<file path="src/rtl/tama_pkg.sv">
// Shared constants, FSM state type and priority-select helper for the Tamagotchi action decoder.
package tama_pkg;

  localparam int unsigned NUM_BTN   = 6;
  localparam int unsigned NUM_IN    = 7;
  localparam int unsigned CODE_W    = 3;
  localparam int unsigned CNT_W     = 16;
  localparam int unsigned REPEAT_W  = 24;

  localparam logic [CODE_W-1:0] ACT_NONE     = 3'd0;
  localparam logic [CODE_W-1:0] ACT_FEED     = 3'd1;
  localparam logic [CODE_W-1:0] ACT_PLAY     = 3'd2;
  localparam logic [CODE_W-1:0] ACT_MEDICINE = 3'd3;
  localparam logic [CODE_W-1:0] ACT_CLEAN    = 3'd4;
  localparam logic [CODE_W-1:0] ACT_SLEEP    = 3'd5;
  localparam logic [CODE_W-1:0] ACT_TALK     = 3'd6;

  localparam int unsigned BTN_FEED     = 0;
  localparam int unsigned BTN_PLAY     = 1;
  localparam int unsigned BTN_MEDICINE = 2;
  localparam int unsigned BTN_CLEAN    = 3;
  localparam int unsigned BTN_SLEEP    = 4;
  localparam int unsigned BTN_TALK     = 5;
  localparam int unsigned PAUSE_BIT    = 6;

  typedef enum logic {
    S_IDLE  = 1'b0,
    S_OFFER = 1'b1
  } state_e;

  // Lowest set index wins; returns 0 for an empty vector.
  function automatic logic [CODE_W-1:0] lowest_set(input logic [NUM_BTN-1:0] v);
    lowest_set = '0;
    for (int i = NUM_BTN - 1; i >= 0; i--) begin
      if (v[i]) lowest_set = CODE_W'(i);
    end
  endfunction

endpackage

</file>
<file path="src/rtl/tama_debounce.sv">
// Two-flop synchronizer followed by a saturating-window debouncer for one input bit.
module tama_debounce
  import tama_pkg::*;
#(
  parameter logic [15:0] DEBOUNCE_COUNT = 16'd50_000
) (
  input  logic clk,
  input  logic rst_n,
  input  logic din,
  output logic stable
);

  logic             sync1;
  logic             sync2;
  logic [CNT_W-1:0] cnt;

  always_ff @(posedge clk) begin
    if (!rst_n) begin
      sync1  <= 1'b0;
      sync2  <= 1'b0;
      stable <= 1'b0;
      cnt    <= '0;
    end else begin
      sync1 <= din;
      sync2 <= sync1;
      if (sync2 == stable) begin
        cnt <= '0;
      end else if (cnt == DEBOUNCE_COUNT - 16'd1) begin
        stable <= sync2;
        cnt    <= '0;
      end else begin
        cnt <= cnt + 16'd1;
      end
    end
  end

endmodule

</file>
<file path="src/rtl/tama_action_decoder.sv">
// Button capture and one-at-a-time action offer to the stats consumer.
// Optional auto-repeat of held buttons is enabled by defining ACTION_REPEAT_EN.
module tama_action_decoder
  import tama_pkg::*;
#(
  parameter logic [15:0] DEBOUNCE_COUNT = 16'd50_000,
  parameter logic [23:0] REPEAT_COUNT   = 24'd10_000_000
) (
  input  logic              clk,
  input  logic              rst_n,
  input  logic              ena,
  input  logic [7:0]        ui_in,
  input  logic              action_ack,
  output logic              action_valid,
  output logic [CODE_W-1:0] action_code,
  output logic [NUM_BTN-1:0] pending,
  output logic              dropped
);

  logic [NUM_IN-1:0]  stable;
  logic [NUM_BTN-1:0] stable_q;
  logic [NUM_BTN-1:0] rise;
  logic [NUM_BTN-1:0] rep_fire;
  logic [NUM_BTN-1:0] set_vec;
  logic [NUM_BTN-1:0] clr_vec;
  logic [NUM_BTN-1:0] pending_nxt;
  logic               dropped_nxt;
  logic               pause;
  logic               unused_in;

  state_e             state;
  state_e             state_nxt;
  logic               valid_nxt;
  logic [CODE_W-1:0]  code_nxt;
  logic [CODE_W-1:0]  offer_idx;
  logic [CODE_W-1:0]  offer_idx_nxt;

  assign unused_in = ui_in[7];

  for (genvar i = 0; i < NUM_IN; i++) begin : g_db
    tama_debounce #(.DEBOUNCE_COUNT(DEBOUNCE_COUNT)) u_db (
      .clk    (clk),
      .rst_n  (rst_n),
      .din    (ui_in[i]),
      .stable (stable[i])
    );
  end

  assign pause = stable[PAUSE_BIT];
  assign rise  = stable[NUM_BTN-1:0] & ~stable_q;

`ifdef ACTION_REPEAT_EN
  logic [REPEAT_W-1:0] rep_timer [NUM_BTN];

  // Timer runs only while a button is held high; it restarts on each rising edge.
  always_comb begin
    for (int i = 0; i < NUM_BTN; i++) begin
      rep_fire[i] = stable[i] & stable_q[i] & (rep_timer[i] == REPEAT_COUNT - 24'd1);
    end
  end

  always_ff @(posedge clk) begin
    if (!rst_n) begin
      for (int i = 0; i < NUM_BTN; i++) rep_timer[i] <= '0;
    end else begin
      for (int i = 0; i < NUM_BTN; i++) begin
        if (!(stable[i] & stable_q[i]) || rep_fire[i]) rep_timer[i] <= '0;
        else rep_timer[i] <= rep_timer[i] + 24'd1;
      end
    end
  end
`else
  logic [REPEAT_W-1:0] unused_repeat_count;
  assign unused_repeat_count = REPEAT_COUNT;
  assign rep_fire = '0;
`endif

  // Capture and accept; a new set on the bit being acked wins over the clear.
  always_comb begin
    set_vec     = (rise | rep_fire) & {NUM_BTN{ena}};
    clr_vec     = '0;
    if (state == S_OFFER && action_ack) clr_vec = NUM_BTN'(1) << offer_idx;
    pending_nxt = (pending & ~clr_vec) | set_vec;
    dropped_nxt = dropped | (|(set_vec & pending & ~clr_vec));
  end

  always_comb begin
    state_nxt     = state;
    valid_nxt     = action_valid;
    code_nxt      = action_code;
    offer_idx_nxt = offer_idx;
    case (state)
      S_IDLE: begin
        if ((|pending) && !pause && ena) begin
          offer_idx_nxt = lowest_set(pending);
          valid_nxt     = 1'b1;
          code_nxt      = offer_idx_nxt + 3'd1;
          state_nxt     = S_OFFER;
        end
      end
      S_OFFER: begin
        if (action_ack) begin
          valid_nxt = 1'b0;
          code_nxt  = ACT_NONE;
          state_nxt = S_IDLE;
        end
      end
      default: begin
        valid_nxt = 1'b0;
        code_nxt  = ACT_NONE;
        state_nxt = S_IDLE;
      end
    endcase
  end

  always_ff @(posedge clk) begin
    if (!rst_n) begin
      state        <= S_IDLE;
      action_valid <= 1'b0;
      action_code  <= ACT_NONE;
      offer_idx    <= '0;
      pending      <= '0;
      dropped      <= 1'b0;
      stable_q     <= '0;
    end else begin
      state        <= state_nxt;
      action_valid <= valid_nxt;
      action_code  <= code_nxt;
      offer_idx    <= offer_idx_nxt;
      pending      <= pending_nxt;
      dropped      <= dropped_nxt;
      stable_q     <= stable[NUM_BTN-1:0];
    end
  end

endmodule
</file>
<file path="config.mk">
export PLATFORM = sky130hd
export DESIGN_NAME = tama_action_decoder
export DESIGN_NICKNAME = d
export VERILOG_FILES = /design/src/rtl/tama_pkg.sv /design/src/rtl/tama_debounce.sv /design/src/rtl/tama_action_decoder.sv
export SDC_FILE = /design/constraint.sdc
export NUM_CORES = 1
export LEC_CHECK = 0
export CAP_MARGIN = 0
export CORE_MARGIN = 8
export CORE_UTILIZATION = 40
export CTS_BUF_LIST = sky130_fd_sc_hd__clkbuf_4 sky130_fd_sc_hd__clkbuf_8
export DETAILED_ROUTE_END_ITERATION = 16
export SYNTH_ARGS = -nofsm -noshare
export SYNTH_HDL_FRONTEND = slang
export SYNTH_SLANG_ARGS = --single-unit
</file>
<file path="constraint.sdc">
create_clock -name clk -period 1.9 [get_ports clk]
set_input_delay 0.285 -clock clk [delete_from_list [all_inputs] [get_ports clk]]
set_output_delay 0.285 -clock clk [all_outputs]
set_load 0.05 [all_outputs]
</file>
# --- Word level (Yosys, flattened, before mapping) ---
# Cells that the tools add are included.
op_classes:
  n_addsub: 8
  n_eq_ne: 16
  n_shift: 1
  n_mux: 18
  bitwise: 18
  n_reduce_logical: 22
ops:
  columns: ["op", "count"]
  rows:
  - ["16-bit by 1-bit adder with 16-bit output (second input constant)", 7]
  - ["16-bit equality test (second input constant)", 7]
  - ["6-bit AND", 5]
  - ["3-bit 2-to-1 mux", 10]
  - ["3-bit OR reduction", 7]
  - ["2-bit AND reduction", 9]
  - ["6-bit inverter", 2]
  - ["6-bit OR reduction", 2]
  - ["1-bit inverter", 9]
  - ["1-bit equality test", 7]
  - ["6-bit 2-to-1 mux", 1]
  - ["6-bit bitwise OR", 1]
  - ["3-bit one-hot mux with 2 select lines", 1]
  - ["1-bit by 3-bit << shifter with 6-bit output (first input constant)", 1]
  - ["1-bit 2-to-1 mux", 4]
  - ["2-bit != test (second input constant)", 2]
  - ["1-bit one-hot mux with 2 select lines", 2]
  - ["3-bit by 1-bit adder with 3-bit output (second input constant)", 1]
  - ["1-bit logical AND", 3]
  - ["1-bit zero test", 1]
  - ["1-bit bitwise OR", 1]
totals:
  regBits: 154
  input_bits: 12
  output_inout_bits: 11
  word_cells: 118

# --- Longest topological paths before layout ---
# Gate-level depths: netlist (run 1).
depth:
  depth_word: 11
  depth_mapped: 9

# --- Modules after synthesis ---
# From an unflattened synthesis (run 1), not the netlist that was laid out.
unflattened:
  cells_unflattened: 714
  area_unflattened_um2: 6805.3
by_module_without_submodules:
  columns: ["mod", "instances", "cells_per_inst", "area_per_inst_um2"]
  rows:
  - ["tama_debounce (g_db[0].u_db ...)", 6, 87, 837.1]
  - ["tama_action_decoder", 1, 102, 962.2]
  - ["tama_debounce (g_db[6].u_db)", 1, 90, 820.8]

# --- Least setup slack after synthesis (run 1) ---
# No wires, ideal clock.
synth_path:
  kind: "register -> register"
  startpoint: "reg pending[5]"
  endpoint: "reg action_code[2]"
  setup_ns: 0.070
  arrival_time_ns: 1.624
  required_time_ns: 1.830
  slack_ns: 0.205
  path_stages_with_launch: 8
  path_buffers: 0
  cell_sequence: "dfxtp_1 > nor2b_1 > o21bai_1 > a21oi_1 > ha_1 > xor2_1 > nand2_1 > a21oi_1"
synth_via:
  elab_chain_len: 11
  word_cells_on_any_way: 16
synth_lines:
  columns: ["element", "line", "source"]
  rows:
  - ["start, declared", "tama_action_decoder.sv:16", "output logic [NUM_BTN-1:0] pending,"]
  - ["start signal, assigned", "tama_action_decoder.sv:130", "pending <= pending_nxt;"]
  - ["3-bit 2-to-1 mux (6 in a row)", "tama_pkg.sv:35", "if (v[i]) lowest_set = CODE_W'(i);"]
  - ["3-bit 2-to-1 mux", "tama_action_decoder.sv:94", "if ((|pending) && !pause && ena) begin"]
  - ["3-bit 2-to-1 mux", "tama_action_decoder.sv:92", "case (state)"]
  - ["3-bit by 1-bit adder with 3-bit output", "tama_action_decoder.sv:97", "code_nxt = offer_idx_nxt + 3'd1;"]
  - ["3-bit 2-to-1 mux", "tama_action_decoder.sv:94", null]
  - ["3-bit one-hot mux with 2 select lines", "tama_action_decoder.sv:92", null]
  - ["end signal, assigned", "tama_action_decoder.sv:128", "action_code <= code_nxt;"]
  - ["end, declared", "tama_action_decoder.sv:15", "output logic [CODE_W-1:0] action_code,"]
# Several ways; a longest one is shown, not always the timed one. The select of a mux whose other input is x is not followed.
# A chain may end at the register's enable or synchronous reset.

# --- Worst setup path in the final report (run 1) ---
layout_path:
  startpoint: "reg pending[5]"
  endpoint: "out pending[5]"
# No word-level cell between the ends.

==> impl_results.md, run 1 <==
* Sequential fraction of the synthesis area at between 40% and 50%
* RSZ-0062 raised after global routing: false
* Number of I/O pins at 23
* Adder-Cell Fraction of Synth Area at under 10%
* DRC at 0
* Initial DRT Pass Iterations at 4
* # H-tree levels at 4
* Leakage at roughly 2.6 nW
* Input/output buffers at 21
* Final Max Slew Viols at 0
* Later-pin clock latency in the skew report at between 0.4 and 0.5 ns
* Antenna violations before repair at 0
* Hold-fix buffers at CTS at 0
* Post-Synthesis Cells at 709
* Switch Pwr at between 0.001 and 0.0015 W
* Hold Startpoint: ui_in[4]
* Ranking of synthesized cells by area: dfxtp_1 49%, xor2_1 9.4%, nor2_1 8.7%
* Setup CP Type: register to primary output
* Num CTS Buffers at 17
* Share of power burned in the clock network at between 40% and 50%
* Initial DRC count at 163
* Final setup margin at approximately 0.18 ns
* Commonest non-fill, non-tap cells in the layout: 154 x dfxtp_1, 148 x nor2_1, 68 x xor2_1
* Max-cap violations at 0
* Crit path max-delay family: buffers and inverters
* Post-CTS Setup Bufs at 0
* Die X at 142 microns
* GRT Total Usage at around an eighth
* Starting density of the core at roughly two fifths
* Internal power at 0.00436 W
* Worst-path maximum fanout at 5
* Xor/xnor share of the synthesized area at between 10% and 20%
* Commonest non-fill, non-tap cell in the layout: dfxtp_1
* Vias in the first global route at between 4k and 5k
* Largest net degree at the start of global routing at 25
* Core Box Area at 15700 sq um
* Number of synthesized register bits at roughly 150
* # diodes at 0
* Cell Area, Synth at ~6400 sq um
* Syn nets at 729
* Worst reg-to-reg setup slack at roughly 0.23 ns
* Die area at ~20000 sq um
* Via count at about 4.7k
* Hold-critical path depth at 2
* # fillers at around 1.5k
* Clock Tree Root: clkbuf_8
* Clock Skew at just under 0.006 ns
* Largest family of logic cells by synthesized area: simple AND/OR/NAND/NOR gates
* Final Non-Filler Cells at around 980
* Switching Share at 22.2%
* DRT antenna net count at 0
* Routed WL at around 12 mm
* Setup violators final at 0
* Max Fclk at 581 MHz
* Status: complete, no violations
* Hold Vio Cnt, Final at 0
* Total grt overflow at 0
* CP required at between 1.5 and 2 ns
* Synth Area in Compound Gates at under 10%
* Crit path cell chain: dlygate4sd2_1
* Slowest stage cell, crit path: dlygate4sd2_1
* Area leader, netlist: dfxtp_1
* Die Ht at around 140 microns
* Arr. time, crit path at roughly 1.4 ns
* Layout cells sized above 1 at just under 8%
* Clock Sinks at 154
* Slew HR at roughly 64%
* DP Wirelength at ~8 mm
* Nets@finish at about 770
* Crit path capture type: primary output
* Via density at 4.80
* Post-synthesis simple-gate area fraction at around 29%
* Gate power share at under 10%
* Share of the synthesized area in the top cell type at 48.5%
* Startpoint Class: register
* Syn. warnings at 0
* FF-to-FF End: dropped
* # rows at between 40 and 50
* Worst-path clk slew at around 0.080 ns
* Max clock buf depth at 2
* Critical path startpoint: pending[5]
* Cell Pwr Density at roughly 780 nW/um^2
* Final cycle utilization of the critical path at around nine tenths
* Peak supply drop at 0.000419 V
* Placed cell count at around 940
* Setup_tns at 0 ns
* Cell variety after synth at 42
* First-pass GRT wire length at roughly 20 mm
* Critical R2R Launch: offer_idx[0]
* Worst-case reg-to-reg path depth at 5
* Bufs and invs on worst path at 1
* Worst Hold Class: input port to register
* Hold Path Sink: g_db[4].u_db.sync1
* Hold Slack at between 0.4 and 0.5 ns
* Area Growth Syn to Fin at 13.1%
* Mean Syn Cell Area at between 8 and 9 sq um
* Wirelength per Cell at around 12 microns
* GP Congestion at about 0.81
* Flop pwr share at approximately three fifths
* Post-layout minimum cycle time at about 1.7 ns
* Portion of netlist area occupied by mux cells at under 10%
* Worst-Margin Slew at between 0.5 and 0.6 ns
* Slowest stage delay, CP at 0.57 ns
* Core Util, Final at between 40 and 50%
* Setup Slack @ Placement at -0.0360 ns
* TritonCTS clock tree: built
[kinds of logic (layout without fill, tap and decap cells)]
group	Yosys count	in the layout
mux	8	8
fa+ha+maj	8	8
simple gates	364	364
buf+inv	42	92
compound gates	27	27
flops	154	154
xor+xnor	106	106
[worst reg2reg max path: cells and delay by family, from the launching register on]
kind / cells / cell delay (ns)
buf+inv: 1 / 0.14
flops: 1 / 0.42
compound gates: 3 / 0.90
simple gates: 1 / 0.08
[cell usage after synthesis, drive strengths merged]
cell type,instances
and4,6
mux2i,8
inv,23
nand2b,1
o41ai,1
nor4bb,4
nor3,10
a21o,1
and4b,1
or3,2
or2,2
nand3,53
or3b,1
a21oi,14
nor4b,2
nand4,27
and3b,1
nand3b,3
o21bai,1
a31oi,2
xor2,68
nor2b,7
ha,8
and3,26
clkbuf,10
nor2,148
buf,9
o21ai,5
nor3b,4
nand2,36
xnor2,38
nor4,8
dfxtp,154
and2,22
a311oi,2
o211a,1
[how the worst max path moves through the flow]
stage / to / slack [ns] / cells past startpoint
floorplan: action_code[2] / 0.21 / 7
global route: dropped / 0.08 / 5
finish: pending[5] / 0.18 / 1
detailed placement: dropped / -0.04 / 8
global placement: dropped / 0.02 / 8
CTS: pending[5] / 0.14 / 1
[sequential cells by signal, indices dropped and copies added (netlist names)]
signal,cells
g_db.u_db.cnt,112
g_db.u_db.stable,7
g_db.u_db.sync1,7
g_db.u_db.sync2,7
pending,6
stable_q,6
action_code,3
offer_idx,3
action_valid,1
dropped,1
state,1
[timing repair]
action,4_1_cts,5_1_grt
setup endpoints to repair,6,0
gates resized for setup,6,0
hold endpoints to repair,0,0
[per-stage QoR]
step	instance area, sq um	total power [W]
after global placement	6840	0.00343
after detailed placement	6840	0.00343
after CTS	7190	0.00569
final	7190	0.00560
after global routing	7190	0.00583
after floorplan	6350	0.00338
[cell type report]
| cell class | count | area, sq um | area share, % |
|---|---|---|---|
| flip-flops and latches | 154 | 3080 | 42.9 |
| inverters | 23 | 86.3 | 1.20 |
| multi-input cells | 513 | 3080 | 42.8 |
| well taps | 216 | 270 | 3.76 |
| repair buffers | 37 | 310 | 4.32 |
| clock buffers | 19 | 255 | 3.55 |
| clock inverters | 13 | 103 | 1.43 |
[power by group through the flow]
| stage | Clock, W | Sequential, W | Combinational (W) |
|---|---|---|---|
| 2_1_floorplan | 0 | 0.00333 | 0.0000519 |
| 3_3_place_gp | 0 | 0.00333 | 0.0000983 |
| 3_5_place_dp | 0 | 0.00333 | 0.000100 |
| 4_1_cts | 0.00234 | 0.00325 | 0.000101 |
| 5_1_grt | 0.00246 | 0.00325 | 0.000111 |
| 6_report | 0.00225 | 0.00325 | 0.0000987 |
[metal layers]
layer | wire length (microns) | track usage [%] | up-vias
met5 | 0 | 0 | -
li1 | - | - | 2434
met4 | 183 | 6.27 | 0
met2 | 5200 | 19.6 | 46
met1 | 5770 | 14.6 | 2183
met3 | 344 | 3.46 | 14
Power figures use the tool's default switching activity.
==> run 2: changes to the inputs <==
--- a/config.mk
+++ b/config.mk
@@ -5,7 +5,7 @@
 export SDC_FILE = /design/constraint.sdc
 export NUM_CORES = 1
 export LEC_CHECK = 0
-export CAP_MARGIN = 0
+export CAP_MARGIN = 20
 export CORE_MARGIN = 8
 export CORE_UTILIZATION = 40
 export CTS_BUF_LIST = sky130_fd_sc_hd__clkbuf_4 sky130_fd_sc_hd__clkbuf_8
==> results of run 2 <==
No change in the layout: final DEF, timing and power equal those of run 1.
==> run 3: changes to the inputs <==
--- a/config.mk
+++ b/config.mk
@@ -10,6 +10,7 @@
 export CORE_UTILIZATION = 40
 export CTS_BUF_LIST = sky130_fd_sc_hd__clkbuf_4 sky130_fd_sc_hd__clkbuf_8
 export DETAILED_ROUTE_END_ITERATION = 16
+export GPL_TIMING_DRIVEN = 0
 export SYNTH_ARGS = -nofsm -noshare
 export SYNTH_HDL_FRONTEND = slang
 export SYNTH_SLANG_ARGS = --single-unit
==> impl_results.md, run 3 (synthesized netlist as in run 1, its figures left out) <==
* Status: complete, no violations
* Via count at around 4.8k
* Bufs and invs on worst path at 1
* Total grt overflow at 0
* Num CTS Buffers at 17
* Core Box Area at between 15000 and 20000 sq um
* Largest reg by FF count: g_db.u_db.cnt
* Die Ht at between 100 and 150 microns
* Max clock buf depth at 2
* Setup Slack @ Placement at -0.227 ns
* Final setup margin at 0.0961 ns
* Largest net degree at the start of global routing at 17
* Nets@finish at between 700 and 800
* DRT antenna net count at 0
* Final Max Slew Viols at 0
* GP Congestion at between 0.8 and 0.9
* Peak supply drop at 0.000495 V
* Initial DRT Pass Iterations at 5
* Max Fclk at between 500 and 600 MHz
* Die area at 20200 sq um
* DP Wirelength at ~8.5 mm
* Multi-input logic area at just over 3000 sq um
* Cell area after placement at slightly below 7000 sq um
* Crit path max-delay family: buffers and inverters
* # H-tree levels at 4
* Starting density of the core at between 40% and 50%
* # diodes at 0
* Worst Hold Class: input port to register
* Clock Tree Root: clkbuf_8
* Initial DRC count at roughly 250
* Slowest stage cell, crit path: dlygate4sd2_1
* Startpoint Class: register
* Via density at 4.88
* Final Non-Filler Cells at a little under 1k
* FF/Latch Area at a little over 3000 sq um
* Cell Pwr Density at roughly 800 nW/um^2
* Placed cell count at ~950
* Crit path cell chain: dlygate4sd2_1
* Vias in the first global route at 4699
* Clock Skew at 0.0123 ns
* RSZ-0062 raised after global routing: false
* CP required at 1.62 ns
* Max reg flops at 112
* Worst-path clk slew at around 0.080 ns
* # fillers at between 1.5k and 2k
* Layout cells sized above 1 at under 10%
* Arr. time, crit path at 1.52 ns
* GRT Total Usage at around 13%
* Slew HR at 62.3%
* TritonCTS clock tree: built
* Number of I/O pins at 23
* Die X at approximately 140 microns
* Worst-path maximum fanout at 7
* Commonest non-fill, non-tap cell in the layout: dfxtp_1
* Antenna violations before repair at 0
* Area Growth Syn to Fin at 13.9%
* First-pass GRT wire length at between 20 and 25 mm
* Setup CP Type: register to primary output
* DRC at 0
* Commonest non-fill, non-tap cells in the layout: 154 x dfxtp_1, 148 x nor2_1, 68 x xor2_1
* Crit path capture type: primary output
* Leakage at 2.61 nW
* Final instance area at around 7200 sq um
* Input/output buffers at 21
* Slowest stage delay, CP at about 0.58 ns
* Setup_tns at 0 ns
* Setup violators final at 0
* Max-cap violations at 0
* Wirelength per Cell at 12.3 microns
* Hold Vio Cnt, Final at 0
* Final cycle utilization of the critical path at a little over nine tenths
* Routed WL at 12.0 mm
* Clock Sinks at 154
* # rows at between 40 and 50
* Post-layout minimum cycle time at about 1.8 ns
* Worst-Margin Slew at ~0.57 ns
* Hold Slack at between 0.4 and 0.5 ns
* Later-pin clock latency in the skew report at 0.45 ns
[run 3: changes by cell type in the layout (fill, tap and decap cells not counted), sizes merged]
cell,before,now
buf,21,9
clkbuf,19,29
clkinv,9,5
dlygate4sd2,6,10
bufinv,1,2
dlymetal6s2s,0,1
[run 3: area by class of cell]
type	count	share of cell area (%)
timing repair buffer	22	2.87
clock inverter	10	1.61
multi-input combinational	513	42.8
buffer	15	1.21
sequential	154	42.6
tap	216	3.74
clock buffer	22	4.01
inverter	23	1.19
[run 3: worst paths after layout]
kind	from	endpoint	slack, ns	depth (start not counted)
min	ui_in[4]	g_db[4].u_db.sync1	0.42	2
max reg2reg	g_db[6].u_db.cnt[0]	g_db[6].u_db.cnt[14]	0.15	9
max	pending[0]	pending[0]	0.1	1
min reg2reg	g_db[0].u_db.sync1	g_db[0].u_db.sync2	0.43	1
[run 3: worst reg2reg max path, cell delays in order (launching register included)]
cell and delay, ns:
dfxtp_1 0.34, ha_1 0.23, and3_1 0.20, buf_6 0.13, nand2_4 0.06, nor3_2 0.05
or3_1 0.32, buf_6 0.14, buf_6 0.13, nor2_1 0.10
[run 3: power by group]
part	switching, W	internal (W)	total (W)
clock network	0.00122	0.00130	0.00252
logic	0.0000554	0.0000407	0.0000961
registers	0.00000951	0.00324	0.00325
[run 3: layer usage]
metal	global-route usage (%)	wire, microns
met3	4.36	632
met4	5.48	153
met1	14.9	5650
met5	0	0
met2	20.9	5540
[run 3: stage by stage]
step                power [W]  utilization (%)
finish                0.00587             46.0
global route          0.00611             46.0
CTS                   0.00595             46.0
detailed placement    0.00343             43.5
global placement      0.00342             43.5
floorplan             0.00338                -
[run 3: timing repair]
| action | CTS | global route |
|---|---|---|
| gates resized for setup | 11 | 3 |
| setup endpoints to repair | 12 | 41 |
| hold buffers | 0 | 0 |
| setup buffers | 0 | 1 |
| pin swaps | 0 | 0 |
